--- src/rtl/program_loader_if.sv ---
// Host stream and memory-load bundle between the program loader and its neighbours.
// The master side feeds the stream; the slave side is the loader itself.
interface program_loader_if #(
    parameter int ADDRESS_WIDTH = 11,
    parameter int DATA_WIDTH    = 32
);
    logic                     start;
    logic                     in_valid;
    logic                     in_ready;
    logic [DATA_WIDTH-1:0]    in_data;
    logic                     loading;
    logic                     im_cen_load;
    logic                     im_wen_load;
    logic                     im_oen_load;
    logic [ADDRESS_WIDTH-1:0] im_addr_load;
    logic [DATA_WIDTH-1:0]    im_datain_load;
    logic                     dm_cen_load;
    logic                     dm_wen_load;
    logic                     dm_oen_load;
    logic [ADDRESS_WIDTH-1:0] dm_addr_load;
    logic [DATA_WIDTH-1:0]    dm_datain_load;
    logic                     proc_rst_n;
    logic [11:0]              words_loaded;
    logic                     busy;

    modport master (
        output start, in_valid, in_data,
        input  in_ready, loading,
        input  im_cen_load, im_wen_load, im_oen_load, im_addr_load, im_datain_load,
        input  dm_cen_load, dm_wen_load, dm_oen_load, dm_addr_load, dm_datain_load,
        input  proc_rst_n, words_loaded, busy
    );

    modport slave (
        input  start, in_valid, in_data,
        output in_ready, loading,
        output im_cen_load, im_wen_load, im_oen_load, im_addr_load, im_datain_load,
        output dm_cen_load, dm_wen_load, dm_oen_load, dm_addr_load, dm_datain_load,
        output proc_rst_n, words_loaded, busy
    );
endinterface

--- src/rtl/program_loader.sv ---
// Decodes a host word stream into IM/DM load writes, then releases the
// processor core from reset after a short flush window.
module program_loader #(
    parameter int ADDRESS_WIDTH = 11,
    parameter int DATA_WIDTH    = 32,
    parameter int FLUSH_CYCLES  = 2
) (
    input  logic            clk,
    input  logic            rst,
    program_loader_if.slave bus
);
    typedef enum logic [1:0] {S_HDR, S_DATA, S_RELEASE, S_RUN} state_t;

    localparam logic [3:0]               FLUSH_LAST = 4'(FLUSH_CYCLES - 1);
    localparam logic [ADDRESS_WIDTH-1:0] ONE_WORD   = ADDRESS_WIDTH'(1);

    state_t                   state_q, state_d;
    logic                     accept;
    logic                     target_q;
    logic [ADDRESS_WIDTH-1:0] addr_q;
    logic [ADDRESS_WIDTH-1:0] remaining_q;
    logic [3:0]               flush_cnt_q;
    logic                     in_ready_q, loading_q, busy_q, proc_rst_n_q;
    logic [11:0]              words_loaded_q;
    logic                     im_cen_q, im_wen_q, dm_cen_q, dm_wen_q;
    logic [ADDRESS_WIDTH-1:0] im_addr_q, dm_addr_q;
    logic [DATA_WIDTH-1:0]    im_data_q, dm_data_q;
    logic                     unused_in_data;

    // Header bits outside target/address/count carry no meaning.
    assign unused_in_data = ^bus.in_data;

    assign accept = bus.in_valid && in_ready_q;

    always_comb begin
        state_d = state_q;
        unique case (state_q)
            S_HDR: begin
                if (accept) begin
                    state_d = (bus.in_data[ADDRESS_WIDTH-1:0] == '0) ? S_RELEASE : S_DATA;
                end
            end
            S_DATA: begin
                if (accept && remaining_q == ONE_WORD) begin
                    state_d = S_HDR;
                end
            end
            S_RELEASE: state_d = S_RUN;
            S_RUN: begin
                if (bus.start) begin
                    state_d = S_HDR;
                end
            end
        endcase
    end

    always_ff @(posedge clk) begin
        if (rst) begin
            state_q        <= S_HDR;
            in_ready_q     <= 1'b0;
            loading_q      <= 1'b1;
            busy_q         <= 1'b1;
            proc_rst_n_q   <= 1'b0;
            words_loaded_q <= '0;
            target_q       <= 1'b0;
            addr_q         <= '0;
            remaining_q    <= '0;
            flush_cnt_q    <= '0;
            im_cen_q       <= 1'b1;
            im_wen_q       <= 1'b1;
            dm_cen_q       <= 1'b1;
            dm_wen_q       <= 1'b1;
            im_addr_q      <= '0;
            dm_addr_q      <= '0;
            im_data_q      <= '0;
            dm_data_q      <= '0;
        end else begin
            state_q    <= state_d;
            in_ready_q <= (state_d == S_HDR) || (state_d == S_DATA);
            loading_q  <= (state_d != S_RUN);
            busy_q     <= (state_d != S_RUN);
            // Strobes are single-cycle pulses; only an accept in DATA re-arms them.
            im_cen_q   <= 1'b1;
            im_wen_q   <= 1'b1;
            dm_cen_q   <= 1'b1;
            dm_wen_q   <= 1'b1;
            case (state_q)
                S_HDR: begin
                    if (accept) begin
                        target_q    <= bus.in_data[DATA_WIDTH-1];
                        addr_q      <= bus.in_data[16+ADDRESS_WIDTH-1:16];
                        remaining_q <= bus.in_data[ADDRESS_WIDTH-1:0];
                    end
                end
                S_DATA: begin
                    if (accept) begin
                        if (target_q) begin
                            dm_cen_q  <= 1'b0;
                            dm_wen_q  <= 1'b0;
                            dm_addr_q <= addr_q;
                            dm_data_q <= bus.in_data;
                        end else begin
                            im_cen_q  <= 1'b0;
                            im_wen_q  <= 1'b0;
                            im_addr_q <= addr_q;
                            im_data_q <= bus.in_data;
                        end
                        addr_q      <= addr_q + ONE_WORD;
                        remaining_q <= remaining_q - ONE_WORD;
                        if (words_loaded_q != '1) begin
                            words_loaded_q <= words_loaded_q + 12'd1;
                        end
                    end
                end
                S_RELEASE: flush_cnt_q <= '0;
                S_RUN: begin
                    if (bus.start) begin
                        proc_rst_n_q   <= 1'b0;
                        words_loaded_q <= '0;
                        target_q       <= 1'b0;
                        addr_q         <= '0;
                        remaining_q    <= '0;
                    end else if (flush_cnt_q == FLUSH_LAST) begin
                        proc_rst_n_q <= 1'b1;
                    end else begin
                        flush_cnt_q <= flush_cnt_q + 4'd1;
                    end
                end
                default: ;
            endcase
        end
    end

    assign bus.in_ready       = in_ready_q;
    assign bus.loading        = loading_q;
    assign bus.busy           = busy_q;
    assign bus.proc_rst_n     = proc_rst_n_q;
    assign bus.words_loaded   = words_loaded_q;
    assign bus.im_cen_load    = im_cen_q;
    assign bus.im_wen_load    = im_wen_q;
    assign bus.im_oen_load    = 1'b1;
    assign bus.im_addr_load   = im_addr_q;
    assign bus.im_datain_load = im_data_q;
    assign bus.dm_cen_load    = dm_cen_q;
    assign bus.dm_wen_load    = dm_wen_q;
    assign bus.dm_oen_load    = 1'b1;
    assign bus.dm_addr_load   = dm_addr_q;
    assign bus.dm_datain_load = dm_data_q;
endmodule

--- src/flat_wrapper.sv ---
// flat-port wrapper written by rule: the top's interface ports become plain ports
module program_loader_flat 
#(
    parameter int ADDRESS_WIDTH = 11,
    parameter int DATA_WIDTH    = 32,
    parameter int FLUSH_CYCLES  = 2
)
  (clk, rst, bus_start, bus_in_valid, bus_in_data, bus_in_ready, bus_loading, bus_im_cen_load, bus_im_wen_load, bus_im_oen_load, bus_im_addr_load, bus_im_datain_load, bus_dm_cen_load, bus_dm_wen_load, bus_dm_oen_load, bus_dm_addr_load, bus_dm_datain_load, bus_proc_rst_n, bus_words_loaded, bus_busy);
  program_loader_if #(.ADDRESS_WIDTH(ADDRESS_WIDTH), .DATA_WIDTH(DATA_WIDTH)) bus_i ();
  input  logic clk;
  input  logic rst;
  input wire logic [$bits(bus_i.start)-1:0] bus_start;
  input wire logic [$bits(bus_i.in_valid)-1:0] bus_in_valid;
  input wire logic [$bits(bus_i.in_data)-1:0] bus_in_data;
  output wire logic [$bits(bus_i.in_ready)-1:0] bus_in_ready;
  output wire logic [$bits(bus_i.loading)-1:0] bus_loading;
  output wire logic [$bits(bus_i.im_cen_load)-1:0] bus_im_cen_load;
  output wire logic [$bits(bus_i.im_wen_load)-1:0] bus_im_wen_load;
  output wire logic [$bits(bus_i.im_oen_load)-1:0] bus_im_oen_load;
  output wire logic [$bits(bus_i.im_addr_load)-1:0] bus_im_addr_load;
  output wire logic [$bits(bus_i.im_datain_load)-1:0] bus_im_datain_load;
  output wire logic [$bits(bus_i.dm_cen_load)-1:0] bus_dm_cen_load;
  output wire logic [$bits(bus_i.dm_wen_load)-1:0] bus_dm_wen_load;
  output wire logic [$bits(bus_i.dm_oen_load)-1:0] bus_dm_oen_load;
  output wire logic [$bits(bus_i.dm_addr_load)-1:0] bus_dm_addr_load;
  output wire logic [$bits(bus_i.dm_datain_load)-1:0] bus_dm_datain_load;
  output wire logic [$bits(bus_i.proc_rst_n)-1:0] bus_proc_rst_n;
  output wire logic [$bits(bus_i.words_loaded)-1:0] bus_words_loaded;
  output wire logic [$bits(bus_i.busy)-1:0] bus_busy;
  assign bus_i.start = bus_start;
  assign bus_i.in_valid = bus_in_valid;
  assign bus_i.in_data = bus_in_data;
  assign bus_in_ready = bus_i.in_ready;
  assign bus_loading = bus_i.loading;
  assign bus_im_cen_load = bus_i.im_cen_load;
  assign bus_im_wen_load = bus_i.im_wen_load;
  assign bus_im_oen_load = bus_i.im_oen_load;
  assign bus_im_addr_load = bus_i.im_addr_load;
  assign bus_im_datain_load = bus_i.im_datain_load;
  assign bus_dm_cen_load = bus_i.dm_cen_load;
  assign bus_dm_wen_load = bus_i.dm_wen_load;
  assign bus_dm_oen_load = bus_i.dm_oen_load;
  assign bus_dm_addr_load = bus_i.dm_addr_load;
  assign bus_dm_datain_load = bus_i.dm_datain_load;
  assign bus_proc_rst_n = bus_i.proc_rst_n;
  assign bus_words_loaded = bus_i.words_loaded;
  assign bus_busy = bus_i.busy;
  program_loader #(.ADDRESS_WIDTH(ADDRESS_WIDTH), .DATA_WIDTH(DATA_WIDTH), .FLUSH_CYCLES(FLUSH_CYCLES)) u_core (.clk(clk), .rst(rst), .bus(bus_i));
endmodule
--- config.mk ---
export PLATFORM = sky130hd
export DESIGN_NAME = program_loader_flat
export DESIGN_NICKNAME = d
export VERILOG_FILES = /design/src/rtl/program_loader_if.sv /design/src/rtl/program_loader.sv /design/src/flat_wrapper.sv
export SDC_FILE = /design/constraint.sdc
export NUM_CORES = 1
export LEC_CHECK = 0
export ABC_CLOCK_PERIOD_IN_PS = 5100
export CAP_MARGIN = 0
export CELL_PAD_IN_SITES_DETAIL_PLACEMENT = 1
export CELL_PAD_IN_SITES_GLOBAL_PLACEMENT = 1
export CORE_ASPECT_RATIO = 1.2
export CORE_UTILIZATION = 38
export DETAILED_ROUTE_END_ITERATION = 6
export PLACE_DENSITY_LB_ADDON = 0.1
export SLEW_MARGIN = 15
export SYNTH_ARGS = -nofsm -noshare
export SYNTH_HDL_FRONTEND = slang
export SYNTH_SLANG_ARGS = --single-unit
--- constraint.sdc ---
create_clock -name clk -period 5.1 [get_ports clk]
set_input_delay 1.02 -clock clk [delete_from_list [all_inputs] [get_ports clk]]
set_output_delay 1.02 -clock clk [all_outputs]
set_load 0.02 [all_outputs]
After elaboration in Yosys (flattened, before gate mapping)
Cells that the tools add are included.
{"block": "classes", "addsub": 4, "n_eq_ne": 14, "muxes": 26, "bitwise": 3, "n_reduce_logical": 19}
{"op": "case mux 11 bit (3 select lines)", "count": 2}
{"op": "2-to-1 mux 11 bit", "count": 5}
{"op": "2-to-1 mux 12 bit", "count": 3}
{"op": "case mux 12 bit (2 select lines)", "count": 1}
{"op": "adder 12 x 1 -> 12 bit, second input constant", "count": 1}
{"op": "!= test 12 bit, second input constant", "count": 1}
{"op": "AND reduction 3 bit", "count": 4}
{"op": "adder 11 x 1 -> 11 bit, second input constant", "count": 1}
{"op": "equality test 11 x 1 -> 1 bit, second input constant", "count": 1}
{"op": "logical NOT 11 bit", "count": 1}
{"op": "subtractor 11 x 1 -> 11 bit, second input constant", "count": 1}
{"op": "2-to-1 mux 2 bit", "count": 4}
{"op": "2-to-1 mux 4 bit", "count": 2}
{"op": "!= test 2 bit, second input constant", "count": 4}
{"op": "case mux 2 bit (4 select lines)", "count": 1}
{"op": "case mux 4 bit (2 select lines)", "count": 1}
{"op": "AND reduction 4 bit", "count": 2}
{"op": "nonzero test 2 bit", "count": 4}
{"op": "2-to-1 mux 1 bit", "count": 6}
{"op": "!= test 2 x 1 -> 1 bit, second input constant", "count": 3}
{"op": "adder 4 x 1 -> 4 bit, second input constant", "count": 1}
{"op": "equality test 2 x 1 -> 1 bit, second input constant", "count": 2}
{"op": "equality test 2 bit, second input constant", "count": 2}
{"op": "equality test 4 x 1 -> 1 bit, second input constant", "count": 1}
{"op": "8 further kinds", "count": 12}
{"block": "word_totals", "regBits": 132, "input_bits": 36, "out_inout_bits": 108, "wordCells": 81}

Logic depth before layout (Yosys ltp)
{"block": "logic_depth", "word_depth": 6, "mapped_depth": 7, "mapped_depth_nobuf": 6}

Least setup slack after synthesis
Ideal clock, no wire load.
{"block": "synth_timing", "path_type": "input -> register", "start": "input bus_in_valid", "end": "register u_core.state_q[0]", "setup_ns": 0.127, "arrival_ns": 2.031, "required_time_ns": 4.973, "slack_ns": 2.942, "path_stages": 4, "path_buffers": 0, "cell_sequence": "nand2_1 or4b_2 o31ai_1 a31oi_1"}
{"block": "synth_between", "elab_chain_len": 4, "elab_cells_between_ends": 5, "cone_classes": "mux (3); reduce/logical (2)"}
{"element": "start, declared", "line_no": "flat_wrapper.sv:13", "text": "input wire logic [$bits(bus_i.in_valid)-1:0] bus_in_valid;"}
{"element": "logical AND 1 bit (*)", "line_no": "program_loader.sv:33", "text": "assign accept = bus.in_valid && in_ready_q;"}
{"element": "logical AND 1 bit", "line_no": "program_loader.sv:44", "text": "if (accept && remaining_q == ONE_WORD) begin"}
{"element": "2-to-1 mux 2 bit", "line_no": "program_loader.sv:44"}
{"element": "case mux 2 bit (4 select lines) (*)", "line_no": "program_loader.sv:37", "text": "unique case (state_q)"}
{"element": "end signal, assigned", "line_no": "program_loader.sv:78", "text": "state_q <= state_d;"}
{"element": "end, declared", "line_no": "program_loader.sv:17", "text": "state_t state_q, state_d;"}
Mark *: on every way between the ends. The rest lies on a longest branch, timed or not.
A chain may end at the register's enable or synchronous reset.

Worst setup path in the final report
{"block": "layout_timing", "start": "register u_core.state_q[1]", "end": "register u_core.im_data_q[6] (netlist: u_core.bus.im_datain_load[6])"}
{"block": "layout_between", "elab_chain_len": 2}
{"element": "equality test 2 x 1 -> 1 bit", "line_no": "program_loader.sv:87", "text": "case (state_q)"}
{"element": "AND reduction 3 bit (no source line)"}
{"element": "end signal, assigned", "line_no": "program_loader.sv:106", "text": "im_data_q <= bus.in_data;"}
{"element": "end, declared", "line_no": "program_loader.sv:27", "text": "logic [DATA_WIDTH-1:0] im_data_q, dm_data_q;"}
Every way passes these cells.

==> out/summary.log <==
INFO  cts            clkSinkCount=132
INFO  cells_and_area flow.area_growth_from_synthesis=36.5%
INFO  global_route   first_global_vias=5668
INFO  worst_setup_path setup.reg_to_reg.worst_slack=2250ps
INFO  placement      pre_cts_ws=1950ps
INFO  synthesis      post_synth_edffs=0
INFO  synthesis      syn_area=0.00560mm^2
INFO  power_and_ir_drop p_clk_frac=0.504
INFO  cts            clock_latency=420ps
INFO  drt            routedWlPerCell=17.9um
INFO  cts            cts_made_buffers=17
INFO  timing         hold-worst-slack=453ps
INFO  global_route   gr-total-overflow=0
INFO  floorplan      floorplan.initialDensity=0.388
INFO  global_route   maximum_number_of_pins_on_one_net_before_global_route_repair=62
INFO  synthesis      largest_cells_by_area_after_synthesis=sky130_fd_sc_hd__dfxtp_1, sky130_fd_sc_hd__nand2_1, sky130_fd_sc_hd__a21oi_1, sky130_fd_sc_hd__o21ai_0, sky130_fd_sc_hd__buf_2
INFO  placement      placement.cell_area=0.00702mm^2
INFO  timing         hold_violations=0
INFO  worst_setup_path regToRegStartpoint=u_core.state_q[1]
INFO  cts            cts_tree=done
INFO  power_and_ir_drop internal_power_contribution=1.96mW
INFO  worst_setup_path slowest_stage=sky130_fd_sc_hd__nor3_4
INFO  hold_path      hold_path_class=reg -> reg
INFO  placement      dp_hpwl=12.3mm
INFO  floorplan      die_w=113um
INFO  worst_setup_path critPathCaptureType=flip-flop
INFO  synthesis      yosys.area.top_type=sky130_fd_sc_hd__dfxtp_1
INFO  synthesis      synth_commonest_cells=sky130_fd_sc_hd__nand2_1, sky130_fd_sc_hd__dfxtp_1, sky130_fd_sc_hd__a21oi_1, sky130_fd_sc_hd__o21ai_0, sky130_fd_sc_hd__clkbuf_1
INFO  cts            cts_resized=0
INFO  timing         finalSetupViolCount=0
INFO  cts            post_cts.repair.setup_buffers=0
INFO  worst_setup_path critical_path.endpoint=u_core.bus.im_datain_load[6]
INFO  cts            ctsHoldBuffers=0
INFO  timing         max_slew_margin=0.311
INFO  worst_setup_path path_delay_family=simple AND/OR/NAND/NOR gates
INFO  cells_and_area diodes=0
INFO  placement      port_buffers=141
INFO  cts            clockRootBuffer=sky130_fd_sc_hd__clkbuf_16
INFO  drt            vias=5552
INFO  worst_setup_path critical_path_buffer_and_inverter_count=1
INFO  worst_setup_path timing.critical_path.from=u_core.state_q[1]
INFO  drt            first_pass_iteration_count_of_the_detailed_router=4
INFO  cells_and_area post_route_cells_drive_above_1_share=0.0598
INFO  floorplan      design.portCount=144
INFO  drt            drt-vias-per-instance=5.49
INFO  cts            clock_tree.htree_level_count=4
INFO  power_and_ir_drop power.switching=584uW
INFO  cts            clk_pin_slew=60ps
INFO  global_route   antenna_found_initial=0
INFO  global_route   groute.usage.overall=0.243
INFO  status         run_status=complete, no violations
INFO  timing         worst-slew-pin-transition=1030ps
INFO  synthesis      synth_seq_cells=132
INFO  worst_setup_path critPathKind=reg -> reg
INFO  drt            drt_first_iter_violations=221
INFO  worst_setup_path worst-r2r-cell-count=5
INFO  power_and_ir_drop pwr-share-comb=0.074
INFO  synthesis      synth_warn=0
INFO  synthesis      ys.flop_type=sky130_fd_sc_hd__dfxtp_1
INFO  floorplan      fp.coreArea=0.0144mm^2
INFO  worst_setup_path critical_path_required=5440ps
INFO  power_and_ir_drop worst_ir_drop_vdd=0.000210V
INFO  timing         timing.final.crit_period=2850ps
INFO  power_and_ir_drop power.static_leakage=2.55nW
INFO  cells_and_area final_nets=865
INFO  synthesis      synthesis.area_per_instance=7.89um^2
INFO  worst_setup_path startpoint_kind_of_the_worst_setup_timing_path=flip-flop
INFO  worst_setup_path crit_path_cell_trace=nand2b_1, nor3_4, buf_4, nand2_1, a21oi_1
INFO  cts            cts.path.max_buffers=2
INFO  timing         finalCritPeriodShare=0.559
INFO  power_and_ir_drop power_density=333mW/mm^2
INFO  flow_run       max_cap_violations=0
INFO  drt            drt_wl_total=18.1mm
INFO  worst_setup_path depth_of_the_critical_timing_path_with_buffers_and_inverters_included=5
INFO  floorplan      design.die.area=0.0152mm^2
INFO  synthesis      async_flop_share=0
INFO  floorplan      rows=48
INFO  synthesis      synth_top_area_frac=0.472
INFO  timing         setup-tns-final=0ps
INFO  synthesis      ys_seq_area_frac=0.472
INFO  timing         maxSlewViolCount=0
INFO  timing         postLayoutSetupSlackWorst=2250ps
INFO  global_route   first_pass_grt_wire_length=28.5mm
INFO  placement      gp_congestion=0.792
INFO  power_and_ir_drop sw_frac_of_total=0.230
INFO  worst_setup_path slowest_delay=900ps
INFO  timing         skew=4.85ps
INFO  floorplan      die_height=135um
INFO  cells_and_area design_area=0.00764mm^2
INFO  worst_setup_path crit-reg2reg-capture=u_core.bus.im_datain_load[6]
INFO  synthesis      postSynthCellCount=710
INFO  power_and_ir_drop power.share.sequential=0.422
INFO  synthesis      synthDistinctLibCells=58
INFO  drt            ant_nets=0
INFO  synthesis      most_common_cell_in_the_netlist=sky130_fd_sc_hd__nand2_1
INFO  worst_setup_path crit_fanout=25
INFO  timing         fmax=351MHz
INFO  worst_setup_path arrival=3190ps
INFO  drt            detail_route.drc_violations=0
INFO  timing         setup_repair_after_global_routing_missed_its_margin=no
-- flip-flops by register name, indices dropped and copies added (netlist names), 4 cells and up --
register	count
u_core.bus.dm_datain_load	32
u_core.bus.im_datain_load	32
u_core.bus.words_loaded	12
u_core.addr_q	11
u_core.bus.dm_addr_load	11
u_core.bus.im_addr_load	11
u_core.remaining_q	11
u_core.flush_cnt_q	4
-- placed cells by master, fill, tap and decap left out, types with 6 or more instances in the layout --
| cell | instances |
|---|---|
| sky130_fd_sc_hd__nor3_1 | 13 |
| sky130_fd_sc_hd__o21ai_0 | 25 |
| sky130_fd_sc_hd__nor2b_1 | 10 |
| sky130_fd_sc_hd__nand2_1 | 197 |
| sky130_fd_sc_hd__clkdlybuf4s50_1 | 140 |
| sky130_fd_sc_hd__clkbuf_16 | 17 |
| sky130_fd_sc_hd__nor4_1 | 9 |
| sky130_fd_sc_hd__or4_1 | 6 |
| sky130_fd_sc_hd__buf_4 | 7 |
| sky130_fd_sc_hd__dfxtp_1 | 132 |
| sky130_fd_sc_hd__a21oi_1 | 121 |
| sky130_fd_sc_hd__inv_1 | 13 |
| sky130_fd_sc_hd__ha_1 | 6 |
| sky130_fd_sc_hd__nor2_1 | 20 |
| sky130_fd_sc_hd__nand3_1 | 11 |
| sky130_fd_sc_hd__o31ai_1 | 9 |
| sky130_fd_sc_hd__a211oi_1 | 10 |
-- kinds of logic after synthesis --
family / after synthesis / synth area share
other cells: 1 / 0.000670
flops: 132 / 0.472
xor+xnor: 2 / 0.00313
compound gates: 194 / 0.199
fa+ha+maj: 6 / 0.0134
simple gates: 308 / 0.255
buf+inv: 67 / 0.0565
-- final cells by class --
type,count,area (um^2)
fill,1713,6770
multi-input combinational,512,2650
sequential,132,2640
timing repair buffer,147,1450
clock buffer,24,502
tap,175,219
clock inverter,8,121
inverter,13,48.8
-- per-layer routing --
layer	vias up	GRT usage	part of all wire
met3	34	0.0575	0.041
met5	-	0	0
li1	2673	-	-
met2	135	0.440	0.52
met1	2710	0.268	0.41
met4	0	0.110	0.026
-- per-stage QoR --
step                total power, mW  std cells  utilization
floorplan                      1.20        711            -
global placement               1.28        979        0.487
detailed placement             1.28        979        0.487
CTS                            2.57       1011        0.530
global route                   2.63       1011        0.530
finish                         2.54       1011        0.530
-- power by group through the flow --
stage	combinational, mW	sequential (mW)	clock [mW]
global placement	0.184	1.09	0
CTS	0.190	1.07	1.31
finish	0.189	1.07	1.28
detailed placement	0.189	1.09	0
global route	0.206	1.07	1.35
floorplan	0.102	1.09	0
-- worst min-delay path by stage --
| stage | startpoint | endpoint | cells after the start |
|---|---|---|---|
| 6_report | u_core.bus.im_addr_load[7] | u_core.bus.im_addr_load[7] | 2 |
| 5_1_grt | u_core.bus.im_datain_load[14] | u_core.bus.im_datain_load[14] | 2 |
| 4_1_cts | u_core.bus.im_datain_load[21] | u_core.bus.im_datain_load[21] | 2 |
| 3_5_place_dp | u_core.bus.im_datain_load[21] | u_core.bus.im_datain_load[21] | 2 |
| 3_3_place_gp | u_core.bus.im_datain_load[1] | u_core.bus.im_datain_load[1] | 2 |
| 2_1_floorplan | u_core.addr_q[10] | u_core.bus.im_addr_load[10] | 2 |
-- worst min-delay path: cells and delay by family (launching register included) --
kind	cells	cell delay (ps)
and+or+nand+nor	1	50
DFF	1	300
AOI/OAI and AO/OA	1	50
Note: power is estimated with default switching activity, not from simulation.
